## src/rtl/ibex_pext_mult_seq.sv

```systemverilog
// rtl/ibex_pext_mult_seq.sv - sequencer sharing a 32x16 P-ext multiplier array across one/two-pass ops
// Latches an operation, drives the array for one or two passes and returns a 64-bit result.
module ibex_pext_mult_seq #(
  parameter int unsigned MulLatency = 0
) (
  input  logic        clk_i,
  input  logic        rst_ni,
  input  logic        valid_i,
  output logic        ready_o,
  input  logic [1:0]  op_i,
  input  logic [31:0] op_a_i,
  input  logic [31:0] op_b_i,
  input  logic [31:0] acc_i,
  input  logic        signed_a_i,
  input  logic        signed_b_i,
  input  logic        flush_i,
  output logic        mul_valid_o,
  output logic [31:0] mul_a_o,
  output logic        mul_a_signed_o,
  output logic [15:0] mul_b_o,
  output logic        mul_b_signed_o,
  input  logic [47:0] mul_result_i,
  output logic        valid_o,
  input  logic        ready_i,
  output logic [63:0] result_o,
  output logic        busy_o
);

  typedef enum logic [1:0] {S_IDLE, S_PASS0, S_PASS1, S_DONE} state_e;

  localparam logic [1:0] OP_SINGLE   = 2'b00;
  localparam logic [1:0] OP_FULL     = 2'b01;
  localparam logic [1:0] OP_HIGH_RND = 2'b10;
  localparam logic [1:0] OP_MAC      = 2'b11;
  localparam logic [1:0] LP_LAT      = 2'(MulLatency);

  state_e      r_state, w_state_nxt;
  logic [1:0]  r_cnt, w_cnt_nxt;
  logic [63:0] r_accum, w_accum_nxt;
  logic [31:0] r_a, r_b, r_acc;
  logic [1:0]  r_op;
  logic        r_sa, r_sb;

  logic        w_two_pass, w_in_pass, w_last, w_accept, w_any_signed, w_prod_signed;
  logic [63:0] w_prod_ext, w_acc_ext, w_sum, w_hi;
  logic [31:0] w_rnd_hi;

  assign w_two_pass   = (r_op == OP_FULL) || (r_op == OP_HIGH_RND);
  assign w_in_pass    = (r_state == S_PASS0) || (r_state == S_PASS1);
  assign w_last       = w_in_pass && (r_cnt == LP_LAT);
  assign w_accept     = valid_i && ready_o;
  assign w_any_signed = r_sa | r_sb;

  assign ready_o  = (r_state == S_IDLE);
  assign busy_o   = (r_state != S_IDLE);
  assign valid_o  = (r_state == S_DONE);
  assign result_o = r_accum;

  // Low half of a two-pass multiplier is always unsigned; its sign lives in the high half.
  assign mul_valid_o    = w_in_pass && (r_cnt == 2'd0);
  assign mul_a_o        = r_a;
  assign mul_a_signed_o = w_in_pass & r_sa;
  assign mul_b_o        = (r_state == S_PASS1) ? r_b[31:16] : r_b[15:0];
  assign mul_b_signed_o = ((r_state == S_PASS1) || ((r_state == S_PASS0) && !w_two_pass)) & r_sb;

  assign w_prod_signed = mul_a_signed_o | mul_b_signed_o;
  assign w_prod_ext    = w_prod_signed ? {{16{mul_result_i[47]}}, mul_result_i}
                                       : {16'd0, mul_result_i};
  assign w_acc_ext     = w_any_signed ? {{32{r_acc[31]}}, r_acc} : {32'd0, r_acc};
  assign w_sum         = r_accum + (w_prod_ext << 16);
  // Adding 2^31 then taking bits [63:32] equals the upper word plus the carry out of bit 31.
  assign w_rnd_hi      = w_sum[63:32] + {31'd0, w_sum[31]};
  assign w_hi          = {{32{w_rnd_hi[31] & w_any_signed}}, w_rnd_hi};

  always_comb begin
    w_state_nxt = r_state;
    w_cnt_nxt   = r_cnt;
    w_accum_nxt = r_accum;
    if (flush_i && (r_state != S_IDLE)) begin
      w_state_nxt = S_IDLE;
      w_cnt_nxt   = 2'd0;
      w_accum_nxt = 64'd0;
    end else begin
      case (r_state)
        S_IDLE: begin
          if (valid_i) begin
            w_state_nxt = S_PASS0;
            w_cnt_nxt   = 2'd0;
          end
        end
        S_PASS0: begin
          if (w_last) begin
            w_cnt_nxt = 2'd0;
            if (w_two_pass) begin
              w_state_nxt = S_PASS1;
              w_accum_nxt = w_prod_ext;
            end else begin
              w_state_nxt = S_DONE;
              w_accum_nxt = (r_op == OP_MAC) ? (w_prod_ext + w_acc_ext) : w_prod_ext;
            end
          end else begin
            w_cnt_nxt = r_cnt + 2'd1;
          end
        end
        S_PASS1: begin
          if (w_last) begin
            w_cnt_nxt   = 2'd0;
            w_state_nxt = S_DONE;
            w_accum_nxt = (r_op == OP_HIGH_RND) ? w_hi : w_sum;
          end else begin
            w_cnt_nxt = r_cnt + 2'd1;
          end
        end
        S_DONE: begin
          if (ready_i) begin
            w_state_nxt = S_IDLE;
          end
        end
        default: w_state_nxt = S_IDLE;
      endcase
    end
  end

  always_ff @(posedge clk_i or negedge rst_ni) begin
    if (!rst_ni) begin
      r_state <= S_IDLE;
      r_cnt   <= 2'd0;
      r_accum <= 64'd0;
      r_a     <= 32'd0;
      r_b     <= 32'd0;
      r_acc   <= 32'd0;
      r_op    <= OP_SINGLE;
      r_sa    <= 1'b0;
      r_sb    <= 1'b0;
    end else begin
      r_state <= w_state_nxt;
      r_cnt   <= w_cnt_nxt;
      r_accum <= w_accum_nxt;
      if (w_accept) begin
        r_a   <= op_a_i;
        r_b   <= op_b_i;
        r_acc <= acc_i;
        r_op  <= op_i;
        r_sa  <= signed_a_i;
        r_sb  <= signed_b_i;
      end
    end
  end

endmodule

```

## config.mk

```make
export PLATFORM = sky130hd
export DESIGN_NAME = ibex_pext_mult_seq
export DESIGN_NICKNAME = d
export VERILOG_FILES = /design/src/rtl/ibex_pext_mult_seq.sv
export SDC_FILE = /design/constraint.sdc
export NUM_CORES = 1
export LEC_CHECK = 0
export BUFFER_PORTS_ARGS = -buffer_cell sky130_fd_sc_hd__buf_2
export CORE_ASPECT_RATIO = 0.8
export CORE_MARGIN = 2
export CORE_UTILIZATION = 45
export DETAILED_ROUTE_END_ITERATION = 8
export HOLD_SLACK_MARGIN = 0.1
export PLACE_DENSITY = 0.71
export SLEW_MARGIN = 20
export SYNTH_ARGS = -nofsm -noshare
export SYNTH_HDL_FRONTEND = slang
export SYNTH_SLANG_ARGS = --single-unit
```

## constraint.sdc

```tcl
create_clock -name clk_i -period 4.5 [get_ports clk_i]
set_clock_uncertainty 0.1 [all_clocks]
set_input_delay 0.675 -clock clk_i [delete_from_list [all_inputs] [get_ports clk_i]]
set_output_delay 0.675 -clock clk_i [all_outputs]
set_load 0.005 [all_outputs]
```

-- Yosys cells after proc, flatten, opt, wreduce, memory -nomap -nowiden
Index checks and enable logic that the tools add are counted.
- add/subtract/negate cells: 4
- eq/ne operators: 10
- multiplexer cells: 21
- bitwise operators: 5
- reductions and logical operators: 17
- operator list (operator ; count):
    two-way mux 64 bit ; 8
    adder 64 bit ; 2
    one-hot mux 64 bit (2 select lines) ; 1
    adder 32 x 1 -> 32 bit ; 1
    two-way mux 16 bit ; 1
    two-way mux 2 bit ; 8
    != test 3 x 2 -> 1 bit, second input constant ; 3
    == test 2 bit, second input constant ; 4
    one-hot mux 2 bit (4 select lines) ; 1
    nonzero test 3 bit ; 2
    == test 2 x 1 -> 1 bit, second input constant ; 2
    logical AND 1 bit ; 4
    zero test 2 bit ; 2
    one-hot mux 2 bit (2 select lines) ; 1
    AND reduction 4 bit ; 1
    AND 1 bit ; 3
    logical OR 1 bit ; 3
    != test 3 x 1 -> 1 bit, second input constant ; 1
    AND reduction 3 bit ; 1
    adder 2 x 1 -> 2 bit, second input constant ; 1
    bitwise OR 1 bit ; 2
    AND reduction 2 bit ; 1
    nonzero test 2 bit ; 1
    OR reduction 2 bit ; 1
    other kinds (2) ; 2
- flip-flop bits (word level): 168
- input bits: 153
- output and inout bits: 118
- word-level logic and storage cells: 66

-- Logic depth before layout (Yosys ltp)
Gate-level depths: netlist of run 1.
- depth after elaboration: 15
- depth in mapped cells: 20
- mapped depth without buffers: 19

-- Worst setup path before layout of run 1
Ideal clock, no wire load.
- kind: input-to-reg
- start point: input port mul_result_i[0]
- end point: register r_accum[18] (netlist: result_o[18])
- library setup time: 122 ps
- arrival time: 4492 ps
- data required time: 4278 ps
- setup slack: -214 ps
- cell stages on the path: 19
- path buffers: 1
- path through: ha_1 -> inv_1 -> fa_1 -> nand2b_1 -> a21oi_2 -> o211a_1 -> o21ai_2 -> o21bai_1 -> a21oi_1 -> xnor2_1 -> ha_1 -> ha_1 -> inv_1 -> or4bb_1 -> clkbuf_1 -> nor4_2 -> a21o_1 -> nand3_1 -> a32o_1
- word-level cells in the longest chain between the ends: 7
- elaborated cells between the ends (all ways): 11
- those cells by class: 3 x add/sub; 8 x mux
- ends and longest elaborated chain (item ; line ; RTL):
    from (decl) ; 22 ; input logic [47:0] mul_result_i,
    two-way mux 64 bit (*) ; 67 ; assign w_prod_ext = w_prod_signed ? {{16{mul_result_i[47]}}, mul_result_i}
    adder 64 bit, on equally long branches ; 70, 99 ;
    adder 32 x 1 -> 32 bit or two-way mux 64 bit (tied branches) ; 72, 99 ;
    two-way mux 64 bit, on equally long branches ; 109, 94 ;
    two-way mux 64 bit, on equally long branches ; 106, 92 ;
    one-hot mux 64 bit (2 select lines) (*) ; 84 ; case (r_state)
    two-way mux 64 bit (*) ; 79 ; if (flush_i && (r_state != S_IDLE)) begin
    to (signal assigned) ; 138 ; r_accum <= w_accum_nxt;
    to (decl) ; 39 ; logic [63:0] r_accum, w_accum_nxt;
Every way passes the cells marked *; elsewhere a longest branch is shown, timed or not. The select of a mux whose other input is x is not followed.
A chain may end at the register's enable or synchronous reset.

-- Worst setup path after layout of run 1
- start point: register r_accum[24] (netlist: result_o[24])
- end point: register r_accum[29] (netlist: result_o[29])
- word-level cells in the longest chain between the ends: 6
- ends and longest elaborated chain (item ; line ; RTL):
    adder 64 bit (*) ; 70 ; assign w_sum = r_accum + (w_prod_ext << 16);
    adder 32 x 1 -> 32 bit ; 72 ; assign w_rnd_hi = w_sum[63:32] + {31'd0, w_sum[31]};
    two-way mux 64 bit (*) ; 109 ; w_accum_nxt = (r_op == OP_HIGH_RND) ? w_hi : w_sum;
    two-way mux 64 bit (*) ; 106 ; if (w_last) begin
    one-hot mux 64 bit (2 select lines) (*) ; 84 ;
    two-way mux 64 bit (*) ; 79 ;
Marks and branches as above.

==> qor.yml, run 1 <==
drc: 0
critPathTopFamily: "simple AND/OR/NAND/NOR gates"
relSlewSlack: 0.4218
grt_pass1_vias: 15340
max_freq_mhz: 224.2
critPathArrivalTime_ns: 4.68
required_ns: 4.72
synthFlopType: "dfrtp_1"
synth_nets: 1944
status: "completed"
p_sw_mw: 7.650
clk-insertion-delay-late_ns: 0.47
cts_max_path_buffers: 2
p_leak_nw: 9.209
io_buffers: 270
setup.worst_path.start_class: "flip-flop"
path_max_fanout: 4
path_class: "flip-flop to flip-flop"
hold_ws_ns: 0.3299
reg2reg_from: "result_o[24]$_DFFE_PN0P_"
grt_max_degree: 72
final_max_slew_viol_count: 0
gp_congestion: 1.069
firstDrtPassIters: 5
clkPwrFrac: 0.100
ys_async_sr_fraction: 1.000
reg2reg_depth: 13
track_usage: 0.3381
min_from: "op_b_i[7]"
rows: 59
synth_edf_count: 0
synth-seq-cells: 168
postSynthCellCount: 1683
r2r-end: "result_o[29]$_DFFE_PN0P_"
dpl.hpwl_mm: 47.83
drt_wl_total_mm: 58.93
cp_cell_sequence: "ha_1 > a21oi_1 > nor2_1 > buf_4 > o31ai_1 > nand3_1 > a21oi_2 > xor2_1 > or4_4 > or3_1 > or4_4 > xnor2_1 > o221ai_1"
antenna_found_initial: 2
routedWlPerCell_um: 22.36
root_buffer: "clkbuf_16"
cts.sinks: 168
final_core_util: 0.6018
coreArea_um2: 32410
postPlaceCellArea_um2: 18740
worstSetupEndpointType: "flip-flop"
overflow: 0
drtIter0Drc: 1697
drive_gt1_frac: 0.3696
ys_warn_count: 0
hold_class: "primary input to flip-flop"
fillers: 2891
grt_pass1_wl_mm: 88.84
fin_nets: 2456
dieArea_um2: 34220
syn-cell-area_um2: 14740
die_w_um: 206.3
stdcell_area_um2: 19500
fin_crit_ns: 4.461
num_vias: 16000
finalHoldViolations: 0
area_growth_pct: 32.35
maxCapViolations: 0
worst_hold_path.endpoint: "r_b[7]$_DFFE_PN0P_"
ctsHtreeMaxLevel: 4
whs_path_depth: 2
irDropWorstVdd_uv: 414.9
finalSetupViolCount: 0
slowest_delay_ns: 0.57
ys_types: 94
ant_nets: 0
worstMarginPinSlew_ns: 0.8641
p_per_area_nw_per_um2: 806.4
cts_tree: "yes"
period_share: 0.9913
p_int_mw: 8.078
clkSlewWorstSetupHoldPaths_ns: 0.08
antennaDiodeCount: 0
die_y_um: 165.9
critPathBufInv: 1
seq_power_share: 0.176
critPathSlowestCell: "or4_4"
numCtsBuffers: 17
io_pins: 271
combPwrFrac: 0.723
start_util: 0.4547
cp_common_cell: "or4_4"
power_switching_share: 0.4864
synth_area_per_cell_um2: 8.756
via_per_inst: 6.072
reg2reg_slack_ns: 0.04
ys_seq_area_frac: 0.2853
how the worst max path moves through the flow:
stage                              from                        to  cells past startpoint
6_report       result_o[24]$_DFFE_PN0P_  result_o[29]$_DFFE_PN0P_                     13
4_1_cts        result_o[25]$_DFFE_PN0P_  result_o[26]$_DFFE_PN0P_                     18
5_1_grt        result_o[25]$_DFFE_PN0P_  result_o[29]$_DFFE_PN0P_                     18
3_5_place_dp            mul_result_i[1]  result_o[29]$_DFFE_PN0P_                     14
2_1_floorplan           mul_result_i[0]  result_o[29]$_DFFE_PN0P_                     15
3_3_place_gp            mul_result_i[1]  result_o[29]$_DFFE_PN0P_                     14
placed cells by master (no fill, tap or decap), drive strengths merged, types with 25 or more instances in the layout:
cell type and instances:
mux2 118, nor3 29, buf 582, nand2 147
o21ai 109, dfrtp 168, a21o 43, xor2 41
inv 46, nand4 33, nand3 37, a22o 27
nor2 118, a21oi 159, ha 106, xnor2 50
o221ai 25
flip-flops by register name (all words and copies together) (netlist names):
register / cells
r_sa: 1
r_b: 32
mul_a_o: 32
r_cnt: 2
r_op: 2
r_sb: 1
r_state: 2
r_acc: 32
result_o: 64
power groups by stage:
stage / Combinational [mW] / Sequential [mW] / Clock, mW
finish: 11.4 / 2.77 / 1.58
global route: 12.2 / 2.84 / 1.66
CTS: 11.0 / 2.75 / 1.60
detailed placement: 10.9 / 2.77 / 0
global placement: 10.8 / 2.74 / 0
floorplan: 6.62 / 2.62 / 0
metrics by stage:
stage	cells	TNS (ns)	power (mW)	worst slack, ns
after floorplan	1683	0	9.243	0.003317
after global placement	2598	-10.20	13.52	-0.2984
after detailed placement	2598	-13.09	13.72	-0.3349
after CTS	2631	0	15.38	0.03102
after global routing	2635	-0.04783	16.68	-0.01728
final	2635	0	15.73	0.03936
timing repair:
action                                  4_1_cts  5_1_grt
pin swaps                                     0       12
endpoints found under the setup margin        1       53
gates resized for setup                       1       19
buffers inserted                              0        4
hold buffers                                  1        0
hold endpoints to repair                     51        0
cell type report:
type | count | area [um^2] | share of cell area
well taps | 427 | 534.3 | 0.02739
clock buffers | 17 | 425.4 | 0.02181
clock inverters | 15 | 211.5 | 0.01084
repair buffers | 583 | 3739 | 0.1917
multi-input cells | 1386 | 10240 | 0.5251
inverters | 39 | 146.4 | 0.007506
flip-flops and latches | 168 | 4207 | 0.2157
worst register-to-register path: stages (launching register included):
cell and delay (ns):
dfrtp_1 0.42, ha_1 0.30, a21oi_1 0.34, nor2_1 0.15, buf_4 0.16, o31ai_1 0.40
nand3_1 0.22, a21oi_2 0.28, xor2_1 0.22, or4_4 0.57, or3_1 0.36, or4_4 0.49
xnor2_1 0.18, o221ai_1 0.12
metal layers:
layer / global-route usage / up-vias / wire length (um)
met5: 0 / - / 24
met2: 0.4977 / 846 / 25020
met3: 0.09380 / 129 / 6588
met4: 0.1109 / 4 / 2004
met1: 0.4772 / 7650 / 25290
li1: - / 7372 / -
cell families after synthesis:
kind of cell             Yosys count  share of synthesized area
flip-flops                       168                     0.2853
AO/OA/AOI/OAI                    557                     0.2627
AND/OR/NAND/NOR                  501                     0.1718
multiplexers                     129                    0.09764
adder cells (fa/ha/maj)          108                    0.09272
buffers and inverters            129                    0.03583
XOR/XNOR                          91                    0.05408
cell usage after synthesis (28+ instances only):
cell type	count	area share
clkbuf_1	64	0.016
o21ai_0	100	0.034
nor2_1	116	0.030
nand4_1	32	0.014
inv_1	39	0.0099
dfrtp_1	168	0.29
nand3_1	37	0.013
nor3_1	28	0.0095
a21oi_1	152	0.052
a21o_1	42	0.021
xor2_1	41	0.024
nand2_1	146	0.037
ha_1	106	0.090
xnor2_1	50	0.030
mux2_2	118	0.090
Power figures use the tool's default switching activity.
==> inputs of run 2 (changes only) <==
- PLACE_DENSITY: 0.71 -> 0.69
- clock period: 4.5 -> 4.56 ns (I/O delays scaled with it)
==> qor.yml, run 2 (synthesis results as in run 1) <==
rows: 59
fin_crit_ns: 4.471
finalSetupViolCount: 0
grt_pass1_wl_mm: 88.93
cts_max_path_buffers: 2
seq_power_share: 0.175
drtIter0Drc: 1722
p_int_mw: 7.924
gp_congestion: 1.057
finalHoldViolations: 0
max_freq_mhz: 223.6
root_buffer: "clkbuf_16"
cts_tree: "yes"
clkSlewWorstSetupHoldPaths_ns: 0.09
final_max_slew_viol_count: 0
grt_pass1_vias: 15330
relSlewSlack: 0.3017
hold_class: "primary input to async pin"
area_growth_pct: 31.25
critPathArrivalTime_ns: 4.70
drc: 0
power_switching_share: 0.4891
stdcell_area_um2: 19340
drive_gt1_frac: 0.3661
p_sw_mw: 7.585
combPwrFrac: 0.723
grt_max_degree: 100
firstDrtPassIters: 5
coreArea_um2: 32410
die_y_um: 165.9
ant_nets: 0
numCtsBuffers: 17
die_w_um: 206.3
worstSetupEndpointType: "flip-flop"
overflow: 0
irDropWorstVdd_uv: 436.0
setup_ws_ns: 0.08855
antenna_found_initial: 3
p_per_area_nw_per_um2: 801.8
period_share: 0.9806
postPlaceCellArea_um2: 18550
ctsHoldBuffers: 0
io_pins: 271
largest_register_ffs: 64
final_cell_mix: "buf_4 (288), buf_2 (269), dfrtp_1 (165), a21oi_1 (147), nand2_1 (144)"
p_total_mw: 15.51
maxCapViolations: 0
worstMarginPinSlew_ns: 1.047
status: "completed"
num_vias: 16060
start_util: 0.4547
dpl.hpwl_mm: 47.68
clkPwrFrac: 0.101
path_max_fanout: 4
drt_wl_total_mm: 58.96
ctsHtreeMaxLevel: 4
p_leak_nw: 9.100
dieArea_um2: 34220
routedWlPerCell_um: 22.56
cts.sinks: 168
required_ns: 4.79
io_buffers: 270
layout_commonest_cell: "buf_4"
track_usage: 0.3395
path_class: "flip-flop to flip-flop"
setup.worst_path.start_class: "flip-flop"
pre_cts_ws_ns: -0.3350
clk-insertion-delay-late_ns: 0.47
hold_ws_ns: 0.2381
via_per_inst: 6.144
fin_nets: 2433
fillers: 2915
[run 2: cell types whose count changed in the layout (fill, tap and decap cells not counted), moves of 2 or more]
cell	previous run	this run
a21oi_1	149	147
nor4_1	9	11
buf_4	309	288
nor4_2	4	2
ha_1	101	97
ha_2	3	8
[run 2: worst max-delay path: stages, from the launching register on]
cell,delay (ns)
dfrtp_1,0.44
ha_1,0.35
a21oi_1,0.15
o21ai_1,0.15
buf_4,0.17
or2_4,0.24
o21ai_4,0.23
o21bai_1,0.15
a21oi_2,0.19
xnor2_1,0.16
ha_2,0.22
a21boi_1,0.22
and4b_2,0.30
nand2b_4,0.08
or3_1,0.39
or4_4,0.51
xnor2_2,0.16
o221ai_1,0.14
[run 2: metrics by stage]
stage               cells  setup TNS, ns    util
floorplan            1683              0       -
global placement     2576         -5.912  0.5725
detailed placement   2576         -9.884  0.5725
CTS                  2608              0  0.5921
global route         2612        -0.2394  0.5968
finish               2613              0  0.5969
[run 2: cell type report]
| type | instances | area [um^2] | share of cell area |
|---|---|---|---|
| Clock buffer | 17 | 425.4 | 0.02199 |
| Tap cell | 427 | 534.3 | 0.02762 |
| Sequential cell | 168 | 4208 | 0.2175 |
| Multi-Input combinational cell | 1386 | 10250 | 0.5302 |
| Inverter | 39 | 146.4 | 0.007568 |
| Antenna cell | 1 | 2.502 | 0.0001294 |
| Clock inverter | 15 | 211.5 | 0.01093 |
| Timing Repair Buffer | 560 | 3560 | 0.1840 |
[run 2: metal layers]
| layer | vias up | GRT usage | wire length (um) |
|---|---|---|---|
| met5 | - | 0 | 5 |
| met4 | 2 | 0.1217 | 1992 |
| met3 | 102 | 0.09203 | 6744 |
| met2 | 875 | 0.4977 | 25020 |
| met1 | 7738 | 0.4779 | 25190 |
| li1 | 7338 | - | - |
[run 2: worst paths after layout]
check / to / start / cells past startpoint / slack (ns)
max: result_o[29]$_DFFE_PN0P_ / result_o[23]$_DFFE_PN0P_ / 17 / 0.09
min: result_o[38]$_DFFE_PN0P_ / rst_ni / 1 / 0.24
max reg2reg: result_o[29]$_DFFE_PN0P_ / result_o[23]$_DFFE_PN0P_ / 17 / 0.09
min reg2reg: mul_a_o[19]$_DFFE_PN0P_ / mul_a_o[19]$_DFFE_PN0P_ / 1 / 0.40
max in group asynchronous: mul_a_o[26]$_DFFE_PN0P_ / rst_ni / 2 / 3.05
min in group clk_i: mul_a_o[24]$_DFFE_PN0P_ / op_a_i[24] / 2 / 0.34
[run 2: timing repair]
item                       4_1_cts  5_1_grt
resized for setup                0       30
setup endpoints to repair        0       51
buffers inserted                 0        4
[run 2: power by group through the flow]
stage	combinational [mW]	sequential [mW]	clock [mW]
after floorplan	6.51	2.58	0
after global placement	10.6	2.69	0
after detailed placement	10.8	2.72	0
after CTS	10.9	2.69	1.59
after global routing	12.0	2.78	1.64
final	11.2	2.72	1.57
